`src/rtl/cpu_types_pkg.sv`:
```
// cpu_types_pkg -- shared types and constants for the CPU front end.
//
// Holds the instruction-cache address split, the fill-controller state
// encoding and the default cache geometry used by icache_fill_ctrl and
// icache_array.
package cpu_types_pkg;

  localparam int ICACHE_SETS = 8;
  localparam int IBLKOFF_W   = 1;
  localparam int ICACHE_IDXW = $clog2(ICACHE_SETS);
  localparam int ICACHE_TAGW = 32 - 3 - ICACHE_IDXW;

  // Field view of a fetch address at the default geometry.
  typedef struct packed {
    logic [ICACHE_TAGW-1:0] tag;
    logic [ICACHE_IDXW-1:0] idx;
    logic [IBLKOFF_W-1:0]   blkoff;
    logic [1:0]             bytoff;
  } icachef_t;

  typedef enum logic [1:0] {
    IDLE,
    FETCH0,
    FETCH1
  } icache_state_t;

endpackage

```
`src/rtl/icache_array.sv`:
```
// icache_array -- valid/tag/data storage for the direct-mapped icache.
//
// Ports:
//   clk, rst          clock, synchronous active-high reset (clears valids)
//   flush             clears every valid bit at the edge; beats a write
//   rdidx             set index for the combinational read port
//   rdvalid/rdtag     valid bit and stored tag of the selected set
//   rdword0/rdword1   the two words of the selected set
//   wren, wridx       single-set write enable and target set
//   wrtag, wrword0/1  tag and data installed on a write (valid set to 1)
module icache_array
  import cpu_types_pkg::*;
#(
  parameter int SETS = ICACHE_SETS,
  parameter int IDXW = $clog2(SETS),
  parameter int TAGW = 32 - 3 - IDXW
) (
  input  logic            clk,
  input  logic            rst,
  input  logic            flush,
  input  logic [IDXW-1:0] rdidx,
  output logic            rdvalid,
  output logic [TAGW-1:0] rdtag,
  output logic [31:0]     rdword0,
  output logic [31:0]     rdword1,
  input  logic            wren,
  input  logic [IDXW-1:0] wridx,
  input  logic [TAGW-1:0] wrtag,
  input  logic [31:0]     wrword0,
  input  logic [31:0]     wrword1
);

  logic [SETS-1:0] valid;
  logic [TAGW-1:0] tags   [SETS];
  logic [31:0]     words0 [SETS];
  logic [31:0]     words1 [SETS];

  // Valid bits: reset and flush clear all sets and take priority over a
  // completing fill, so a flushed line can never be left valid.
  always_ff @(posedge clk) begin
    if (rst || flush) begin
      valid <= '0;
    end else if (wren) begin
      valid[wridx] <= 1'b1;
    end
  end

  // Tag and data need no reset; they are only observed behind a valid bit.
  always_ff @(posedge clk) begin
    if (wren) begin
      tags[wridx]   <= wrtag;
      words0[wridx] <= wrword0;
      words1[wridx] <= wrword1;
    end
  end

  assign rdvalid = valid[rdidx];
  assign rdtag   = tags[rdidx];
  assign rdword0 = words0[rdidx];
  assign rdword1 = words1[rdidx];

endmodule

```
`src/rtl/icache_fill_ctrl.sv`:
```
// icache_fill_ctrl -- direct-mapped, 2-word-block instruction cache with
// line-fill sequencing toward the memory controller's instruction port.
//
// Ports:
//   CLK, RST            clock, synchronous active-high reset
//   imemREN, imemaddr   fetch request and byte address from the datapath
//   ihit, imemload      hit this cycle and the instruction word (0 on miss)
//   iflush              invalidate all lines, abort any fill in progress
//   iREN, iaddr         read request / word address to the controller
//   iwait, iload        controller busy flag and returned word
//   hitcnt, misscnt     saturating statistics (only with ICACHE_STATS_EN)
//
// Build option: define ICACHE_STATS_EN to add the hit/miss counters.
module icache_fill_ctrl
  import cpu_types_pkg::*;
#(
  parameter int SETS = ICACHE_SETS
) (
  input  logic        CLK,
  input  logic        RST,
  input  logic        imemREN,
  input  logic [31:0] imemaddr,
  output logic        ihit,
  output logic [31:0] imemload,
  input  logic        iflush,
  output logic        iREN,
  output logic [31:0] iaddr,
  input  logic        iwait,
`ifdef ICACHE_STATS_EN
  output logic [31:0] hitcnt,
  output logic [31:0] misscnt,
`endif
  input  logic [31:0] iload
);

  localparam int IDXW = $clog2(SETS);
  localparam int TAGW = 32 - 3 - IDXW;

  icache_state_t   state, nextstate;
  logic [TAGW-1:0] filltag;
  logic [IDXW-1:0] fillidx;
  logic [31:0]     fillbuf;

  logic [TAGW-1:0] reqtag;
  logic [IDXW-1:0] reqidx;
  logic            reqblk;
  logic            rdvalid;
  logic [TAGW-1:0] rdtag;
  logic [31:0]     rdword0, rdword1;
  logic            wren;
  logic            startmiss;
  logic            capture0;
  logic            unused_byteoff;

  assign reqtag         = imemaddr[31:3+IDXW];
  assign reqidx         = imemaddr[2+IDXW:3];
  assign reqblk         = imemaddr[2];
  assign unused_byteoff = &{1'b0, imemaddr[1:0]};

  icache_array #(
    .SETS (SETS),
    .IDXW (IDXW),
    .TAGW (TAGW)
  ) u_array (
    .clk     (CLK),
    .rst     (RST),
    .flush   (iflush),
    .rdidx   (reqidx),
    .rdvalid (rdvalid),
    .rdtag   (rdtag),
    .rdword0 (rdword0),
    .rdword1 (rdword1),
    .wren    (wren),
    .wridx   (fillidx),
    .wrtag   (filltag),
    .wrword0 (fillbuf),
    .wrword1 (iload)
  );

  // State register plus the fill register: the missing tag/index is latched
  // when the fill starts so later address changes cannot redirect it.
  always_ff @(posedge CLK) begin
    if (RST) begin
      state   <= IDLE;
      filltag <= '0;
      fillidx <= '0;
      fillbuf <= '0;
    end else begin
      state <= nextstate;
      if (startmiss) begin
        filltag <= reqtag;
        fillidx <= reqidx;
      end
      if (capture0) begin
        fillbuf <= iload;
      end
    end
  end

  // Next-state and outputs. Hits are only served in IDLE; during a fill the
  // controller sees a stable word address and the datapath sees ihit=0.
  // A flush aborts the fill without writing the line.
  always_comb begin
    nextstate = state;
    ihit      = 1'b0;
    imemload  = '0;
    iREN      = 1'b0;
    iaddr     = '0;
    wren      = 1'b0;
    startmiss = 1'b0;
    capture0  = 1'b0;
    case (state)
      IDLE: begin
        ihit = imemREN && rdvalid && (rdtag == reqtag) && !iflush;
        if (ihit) begin
          imemload = reqblk ? rdword1 : rdword0;
        end else if (imemREN) begin
          startmiss = 1'b1;
          nextstate = FETCH0;
        end
      end
      FETCH0: begin
        iREN  = 1'b1;
        iaddr = {filltag, fillidx, 3'b000};
        if (iflush) begin
          nextstate = IDLE;
        end else if (!iwait) begin
          capture0  = 1'b1;
          nextstate = FETCH1;
        end
      end
      FETCH1: begin
        iREN  = 1'b1;
        iaddr = {filltag, fillidx, 3'b100};
        if (iflush) begin
          nextstate = IDLE;
        end else if (!iwait) begin
          wren      = 1'b1;
          nextstate = IDLE;
        end
      end
      default: begin
        nextstate = IDLE;
      end
    endcase
  end

`ifdef ICACHE_STATS_EN
  // Saturating hit/miss counters; cleared only by reset, not by flush.
  always_ff @(posedge CLK) begin
    if (RST) begin
      hitcnt  <= '0;
      misscnt <= '0;
    end else begin
      if (ihit && (hitcnt != 32'hFFFF_FFFF)) begin
        hitcnt <= hitcnt + 32'd1;
      end
      if (startmiss && (misscnt != 32'hFFFF_FFFF)) begin
        misscnt <= misscnt + 32'd1;
      end
    end
  end
`endif

endmodule

```
`config.mk`:
```
export PLATFORM = sky130hd
export DESIGN_NAME = icache_fill_ctrl
export DESIGN_NICKNAME = d
export VERILOG_FILES = /design/src/rtl/cpu_types_pkg.sv /design/src/rtl/icache_array.sv /design/src/rtl/icache_fill_ctrl.sv
export SDC_FILE = /design/constraint.sdc
export NUM_CORES = 1
export LEC_CHECK = 0
export ABC_AREA = 1
export BUFFER_PORTS_ARGS = -buffer_cell sky130_fd_sc_hd__buf_2
export CELL_PAD_IN_SITES_DETAIL_PLACEMENT = 1
export CELL_PAD_IN_SITES_GLOBAL_PLACEMENT = 1
export CORE_AREA = 8 8 277 279
export CTS_BUF_LIST = sky130_fd_sc_hd__clkbuf_8
export DETAILED_ROUTE_END_ITERATION = 10
export DIE_AREA = 0 0 285 287
export GPL_ROUTABILITY_DRIVEN = 0
export HOLD_SLACK_MARGIN = 0.06
export PLACE_DENSITY = 0.74
export SLEW_MARGIN = 25
export SYNTH_ARGS = -nofsm -noshare
export SYNTH_HDL_FRONTEND = slang
export SYNTH_SLANG_ARGS = --single-unit
export TNS_END_PERCENT = 5
```
`constraint.sdc`:
```
create_clock -name CLK -period 4.85 [get_ports CLK]
set_input_delay 0.485 -clock CLK [delete_from_list [all_inputs] [get_ports CLK]]
set_output_delay 0.485 -clock CLK [all_outputs]
set_load 0.005 [all_outputs]
```
-- Word-level counts from Yosys, hierarchy flattened
Memories as Yosys holds them, arrays and structs flattened.
Cells that the tools add are included.
- bitwise operators: 1
- multiplexer cells: 26
- eq/ne operators: 7
- reduce and logical (&&, ||, !) cells: 9
- magnitude comparators: 3
- operator list (kind ; count):
    2-to-1 mux 32 bit ; 3
    one-hot mux 32 bit (2 select lines) ; 1
    equality test 26 bit ; 1
    2-to-1 mux 1 bit ; 13
    2-to-1 mux 2 bit ; 6
    less-than comparator 3 x 4 -> 1 bit, second input constant ; 2
    OR 8 bit ; 1
    != test 3 bit, second input constant ; 2
    one-hot mux 2 bit (3 select lines) ; 1
    logical AND 1 bit ; 4
    != test 2 bit, second input constant ; 2
    AND reduction 4 bit ; 1
    binary-select mux 1 bit (select 3 bit) ; 1
    demux 1 bit (select 3 bit) ; 1
    >= comparator 3 x 1 -> 1 bit, second input constant ; 1
    equality test 2 x 1 -> 1 bit, second input constant ; 1
    equality test 2 bit, second input constant ; 1
    logical NOT 2 bit ; 1
    OR reduction 2 bit ; 1
    logical NOT 1 bit ; 1
    logical OR 1 bit ; 1
- bits in registers: 71
- memories: 3
- output and inout bits: 66
- RAM bits: 720
- memories (name ; words ; width ; read ports ; clocked after memory_dff ; wr ports ; RTL line ; RTL):
    u_array.words0 ; 8 ; 32 ; 1 ; 0 ; 1 ; icache_array.sv:35 ; logic [31:0] words0 [SETS];
    u_array.words1 ; 8 ; 32 ; 1 ; 0 ; 1 ; icache_array.sv:36 ; logic [31:0] words1 [SETS];
    u_array.tags ; 8 ; 26 ; 1 ; 0 ; 1 ; icache_array.sv:34 ; logic [TAGW-1:0] tags [SETS];

-- Logic depth before layout (Yosys ltp)
Gate-level depths: netlist of the first run.
- depth after elaboration: 7
- gate-level depth with buffers: 22

-- By module
Synthesis of the first run repeated with hierarchy kept, for this count alone.
- cells, all modules: 3733
- area, all modules: 35410.2 sq um
- modules (own cells, without submodules) (module ; cells an instance ; area an instance (sq um) ; times used):
    icache_array ; 3183 ; 31939.4 ; 1
    icache_fill_ctrl ; 550 ; 3470.8 ; 1

-- Worst setup path after synthesis of the first run
No wires, ideal clock.
- path kind: reg2reg
- start: register state[0]
- end: memory u_array.tags[0][0] (netlist bit), enable pin
- slack: -268 ps
- stages on the path, launching flop included: 7
- period minus slack after synthesis: 5118 ps
- data arrival time: 4577 ps
- library setup time: 541 ps
- cells stage by stage: dfxtp_1 -> inv_1 -> ha_1 -> nand2_1 -> nor2_1 -> inv_1 -> nor2_1
- word-level cells in the longest chain between the ends: 4
- RTL lines (element ; RTL line ; RTL):
    start, declared ; icache_fill_ctrl.sv:39 ; icache_state_t state, nextstate;
    start signal, assigned ; icache_fill_ctrl.sv:89 ; state <= nextstate;
    equality test 2 bit ; icache_fill_ctrl.sv:112 ; case (state)
    2-to-1 mux 1 bit ; icache_fill_ctrl.sv:112 ;
    2-to-1 mux 1 bit ; icache_array.sv:50 ; if (wren) begin
    2-to-1 mux 1 bit (implied by the code) ; icache_array.sv:51 ; tags[wridx] <= wrtag;
    end, declared ; icache_array.sv:34 ;
No other way between the ends.

-- Worst setup path in the final report of the first run
- start: input port imemaddr[3]
- end: output port imemload[2]
- word-level cells in the longest chain between the ends: 7
- elaborated cells on any way between the ends: 12
- those cells by class: eq/ne: 1; mux: 5; reduce/logical: 3; memory: 3
- RTL lines (element ; RTL line ; RTL):
    start, declared ; icache_fill_ctrl.sv:22 ; input logic [31:0] imemaddr,
    parallel branches: the longest is 5 deep, another holds memory read (8 x 26 bit) ; - ;
    2-to-1 mux 32 bit (*) ; icache_fill_ctrl.sv:115 ; if (ihit) begin
    2-to-1 mux 32 bit (*) ; icache_fill_ctrl.sv:112 ;
    end, declared ; icache_fill_ctrl.sv:24 ; output logic [31:0] imemload,
Mark *: on every way between the ends. The select of a mux whose other input is x is not followed.

==> flow_metrics.tcl, run 1 <==
set metrics [dict create \
    outcome "complete, no violations" \
    tns_ns 0 \
    tritoncts "done" \
    row_count 99 \
    via_per_inst 5.67 \
    ctsResizeCount 0 \
    dr.pass1.iters 5 \
    syn2layout_area_growth_pct 14.5 \
    core-area_mm2 0.0723 \
    numPortBuffers 130 \
    pre_cts_ws_ns 0.513 \
    wl_um 95100 \
    crit_fanout 75 \
    synth.top_cells.by_area "edfxtp_1 (67%), nand2_1 (7.9%), dfxtp_1 (4.4%)" \
    fin_crit_sh 0.904 \
    hold_viol 0 \
    fin_ws_ns 0.467 \
    worst_pin_slew_ns 0.983 \
    fin_crit_ns 4.38 \
    yosys.area_share.simple 0.155 \
    cp.required_ns 4.37 \
    antenna_found_initial 8 \
    synth_top_area_share 0.673 \
    synthAdderAreaFrac 0.00117 \
    fp.dieArea_mm2 0.0818 \
    max_slew_margin 0.344 \
    syn_area_per_cell_um2 11.5 \
    p_total_w 0.0147 \
    synth-seq-cells 791 \
    worst_hold_slack_ns 0.114 \
    fin_nets 3037 \
    yosys.area.top_type "edfxtp_1" \
    place_hpwl_um 51500 \
    netlist_instances 2787 \
    via_count 22900 \
    ctsLongestPathBuffers 3 \
    hold_path_class "input port to register" \
    cts.clk_slew.worst_paths_ns 0.06 \
    fillers 7656 \
    cts_max_level 4 \
    ys_warn_count 0 \
    p_per_area_mw_per_mm2 399 \
    rsz0062_at_grt "false" \
    clock_skew_ns 0.0548 \
    grt.total_usage 0.228 \
    start_util 0.444 \
    die_y_um 287 \
    postRouteAntennaNets 0 \
    synth_xor_xnor_area_share 0 \
    final_cell_mix "edfxtp_1 (720), nand2_1 (679), nor2_1 (260), a21oi_1 (240), inv_1 (212)" \
    drc 0 \
    numCtsBuffers 133 \
    ys_seq_area_frac 0.717 \
    fp.dieW_um 285 \
    clk_latency_ns 0.79 \
    post_cts_buffers 0 \
    power_leakage_nw 13.8 \
    drtIter0Drc 1674 \
    netlist_area_mm2 0.0321 \
    worstSetupPathType "input port to output pin" \
    peakVddDrop_mv 0.286 \
    synthMuxAreaShare 0 \
    cap_violations 0 \
    final_area_mm2 0.0368 \
    wl_per_cell_um 23.6 \
    cts_root_buffer "clkbuf_8" \
    synth_compound_area_frac 0.0832 \
    grt_pass1_wl_um 144000 \
    place_area_mm2 0.0338 \
    num_io_pins 135 \
    numClockSinks 791 \
    grt_pass1_vias 24300 \
    drive_gt1_frac 0.125 \
    setup_violations 0 \
    synth_top_family_by_area "simple AND/OR/NAND/NOR gates" \
    drv_slew 0 \
    cp.arrival_ns 3.90 \
    grt_max_degree 108 \
    synth_cell_types 28 \
    critical_path.endpoint_type "output pin" \
    fmax_mhz 228 \
    worstSetupStartpointType "input port" \
    mostFrequentLayoutCell "edfxtp_1" \
    grt_overflow 0 \
]
==> per-stage QoR <==
stage	utilization	std cells
after detailed placement	0.467	3749
after global routing	0.509	4035
after CTS	0.509	4032
final	0.509	4036
after global placement	0.467	3749
after floorplan	-	2788
==> layer usage <==
metal | wire, um | vias to the layer above | track usage
met3 | 5570 | 213 | 0.0432
met2 | 47400 | 725 | 0.388
li1 | - | 10200 | -
met4 | 2920 | 2 | 0.0909
met1 | 39300 | 11700 | 0.287
met5 | 12 | - | 0
==> power breakdown <==
group          leakage (nW)  internal (W)  total (W)  switching (W)
registers              7.01       0.00763    0.00780       0.000164
logic                  5.30      0.000323    0.00115       0.000826
clock network          1.53       0.00296    0.00574        0.00278
total                  13.8        0.0109     0.0147        0.00377
==> worst max-delay path: stages <==
cell and delay [ns]:
buf_8 0.34, buf_4 0.75, nor2_1 0.11, nor2_1 0.12, nand2_1 0.06, nand3_1 0.13
nand2_1 0.07, nand2_1 0.08, nand2_1 0.07, nor2_1 0.11, nand2_1 0.07, nor3_2 0.10
nand2_1 0.16, nor2_2 0.19, nand2_2 0.09, buf_12 0.21, nor3_2 0.45, buf_2 0.22
==> registers in the layout, summed over array words and instances, names as in the netlist <==
| signal | count |
|---|---|
| state | 2 |
| fillbuf | 32 |
| u_array.valid | 8 |
| u_array.words0 | 256 |
| u_array.tags | 208 |
| fillidx | 3 |
| u_array.words1 | 256 |
| filltag | 26 |
==> what timing repair did <==
action	CTS	global route
setup endpoints to repair	0	0
hold buffers	40	0
endpoints found under the hold margin	294	0
==> cell usage after synthesis <==
master,instances
conb_1,1
dfxtp_1,71
nand4_1,4
nand2_1,680
buf_2,33
buf_1,18
nand3_1,181
o21ai_0,66
inv_4,1
inv_2,3
a311oi_1,20
a21oi_1,240
a221oi_1,108
inv_1,152
o221ai_1,1
nor2_2,1
nor3_1,70
and2_1,1
clkbuf_1,109
nor3_2,11
clkinv_1,1
o211ai_1,1
nor2_1,271
o21ai_1,1
buf_4,9
edfxtp_1,720
ha_1,3
buf_6,10
==> logic make-up (layout without fill, tap and decap cells) <==
| kind of cell | after synthesis | after routing |
|---|---|---|
| AO/OA/AOI/OAI | 437 | 437 |
| other | 1 | 6 |
| flip-flops | 791 | 791 |
| AND/OR/NAND/NOR | 1219 | 1219 |
| adder cells (fa/ha/maj) | 3 | 3 |
| buffers and inverters | 336 | 621 |
==> final cells by class <==
type	count	area, um2	share of cell area
repair buffers	221	1580	0.0430
clock inverters	91	503	0.0137
flip-flops and latches	791	23000	0.626
well taps	959	1200	0.0326
multi-input cells	1661	7760	0.211
inverters	157	611	0.0166
clock buffers	152	2090	0.0568
diodes	4	10.0	0.000272
==> path summary, 6_finish.rpt <==
kind,from,endpoint,slack [ns],cells past startpoint
max,imemaddr[3],imemload[2],0.47,18
min,imemaddr[10],filltag[4],0.11,5
min reg2reg,u_array.valid[3],u_array.valid[3],0.47,2
max reg2reg,u_array.tags[6][10],filltag[25],2.09,16
No activity file was read; power rests on OpenSTA's default activity.
==> run 2: changes to the inputs <==
--- a/config.mk
+++ b/config.mk
@@ -15,7 +15,7 @@
 export DIE_AREA = 0 0 285 287
 export GPL_ROUTABILITY_DRIVEN = 0
 export HOLD_SLACK_MARGIN = 0.06
-export PLACE_DENSITY = 0.74
+export PLACE_DENSITY_LB_ADDON = 0.1
 export SLEW_MARGIN = 25
 export SYNTH_ARGS = -nofsm -noshare
 export SYNTH_HDL_FRONTEND = slang
==> run 2 against run 1 <==
  * Sequential share of layout area down 0.36 points
  * Cell area up 0.58%
  * Hold slack improved by 0.025 ns
  * Combinational power about the same
  * Clock skew shrank 0.027 ns
  * Critical path type unchanged
==> flow_metrics.tcl, run 2 (same netlist as run 1, synthesis figures left out) <==
set metrics [dict create \
    outcome "complete, no violations" \
    worst_pin_slew_ns 1.05 \
    numClockSinks 791 \
    drv_slew 0 \
    fp.dieArea_mm2 0.0818 \
    internal-power_w 0.0109 \
    power_leakage_nw 13.9 \
    p_per_area_mw_per_mm2 397 \
    worstSetupStartpointType "input port" \
    tns_ns 0 \
    die_y_um 287 \
    core-area_mm2 0.0723 \
    ctsResizeCount 0 \
    fin_crit_sh 0.859 \
    worstSetupPathType "input port to output pin" \
    p_clk_frac 0.390 \
    grt.total_usage 0.233 \
    grt_pass1_wl_um 145000 \
    dr.pass1.iters 5 \
    cp_cell_sequence "buf_8 > clkinv_8 > buf_12 > buf_4 > nand2_1 > a221oi_1 > nor3_1 > nor3_1 > buf_4 > buf_2" \
    p_total_w 0.0147 \
    setup_violations 0 \
    slowest_stage "buf_12" \
    cp.arrival_ns 3.68 \
    critical_path.endpoint_type "output pin" \
    cts_max_level 4 \
    numCtsBuffers 136 \
    drive_gt1_frac 0.125 \
    fmax_mhz 240 \
    grt_pass1_vias 24000 \
    wl_per_cell_um 23.8 \
    fin_nets 3051 \
    via_count 22400 \
    final_cell_mix "edfxtp_1 (720), nand2_1 (679), nor2_1 (260), a21oi_1 (240), inv_1 (203)" \
    p_seq_frac 0.530 \
    max_slew_margin 0.300 \
    ctsLongestPathBuffers 3 \
    reg.largest.list "u_array.words0: 256 flops, u_array.words1: 256 flops, u_array.tags: 208 flops" \
    drc 0 \
    mostFrequentLayoutCell "edfxtp_1" \
    wl_um 96500 \
    stdcell_count 4054 \
    cts.clk_slew.worst_paths_ns 0.05 \
    place_hpwl_um 50400 \
    clk_latency_ns 0.79 \
    numPortBuffers 130 \
    rsz0062_at_grt "false" \
    cts_root_buffer "clkbuf_8" \
    hold_viol 0 \
    cpPeakStageDelay_ns 0.70 \
    p_comb_frac 0.080 \
    num_io_pins 135 \
    power_switching_share 0.259 \
    power.switching_w 0.00380 \
    fin_crit_ns 4.16 \
    drtIter0Drc 1375 \
    r2r_setup_slack_ns 2.11 \
    hold_path_class "input port to register" \
    via_per_inst 5.52 \
    cp.required_ns 4.37 \
    utilization 0.512 \
    syn2layout_area_growth_pct 15.2 \
    row_count 99 \
    fp.dieW_um 285 \
    antenna_found_initial 7 \
    start_util 0.444 \
    place_inst 3748 \
    peakVddDrop_mv 0.250 \
    cap_violations 0 \
    postRouteAntennaNets 0 \
    grt_max_degree 207 \
    clock_skew_ns 0.0281 \
    worst_hold_slack_ns 0.139 \
    tritoncts "done" \
    crit_fanout 206 \
    grt_overflow 0 \
]
run 2: critical path: cells and delay by family:
kind | cells | cell delay (ns)
AND/OR/NAND/NOR | 3 | 0.47
AO/OA/AOI/OAI | 1 | 0.36
buffers and inverters | 6 | 2.16
run 2: worst paths after layout:
kind,from,end,cells past startpoint
worst min-delay path,imemaddr[14],filltag[8],5
worst max-delay path,imemaddr[3],imemload[17],10
worst min register to register,u_array.valid[2],u_array.valid[2],2
worst max register to register,state[0],u_array.words1[7][11],7
run 2: repair_timing:
item                      CTS  global route
hold endpoints to repair  308             0
setup buffers               0             0
hold buffers               52             0
run 2: metrics by stage:
stage	worst slack, ns	instance area [um2]
3_3_place_gp	0.686	33900
6_report	0.686	37000
2_1_floorplan	-0.268	32100
3_5_place_dp	0.629	33900
5_1_grt	0.455	37000
4_1_cts	0.623	37000
run 2: power by group through the flow:
stage               Combinational [W]  Clock [W]  Sequential (W)
floorplan                    0.000696          0         0.00788
CTS                           0.00119    0.00588         0.00779
global placement              0.00111          0         0.00792
finish                        0.00117    0.00574         0.00779
global route                  0.00129    0.00616         0.00781
detailed placement            0.00114          0         0.00793
run 2: layout make-up:
cell class	count	area, um2
fillers	7626	35300
flip-flops and latches	791	23000
multi-input cells	1661	7760
clock buffers	153	2110
repair buffers	232	1790
well taps	959	1200
inverters	157	612
clock inverters	99	500
diodes	2	5.00
run 2: routing by layer:
metal,vias to the layer above,wire [um],global-route usage
met3,185,3660,0.0374
met5,-,13,0
met2,504,49400,0.413
met1,11400,40800,0.285
met4,2,2680,0.0867
li1,10300,-,-
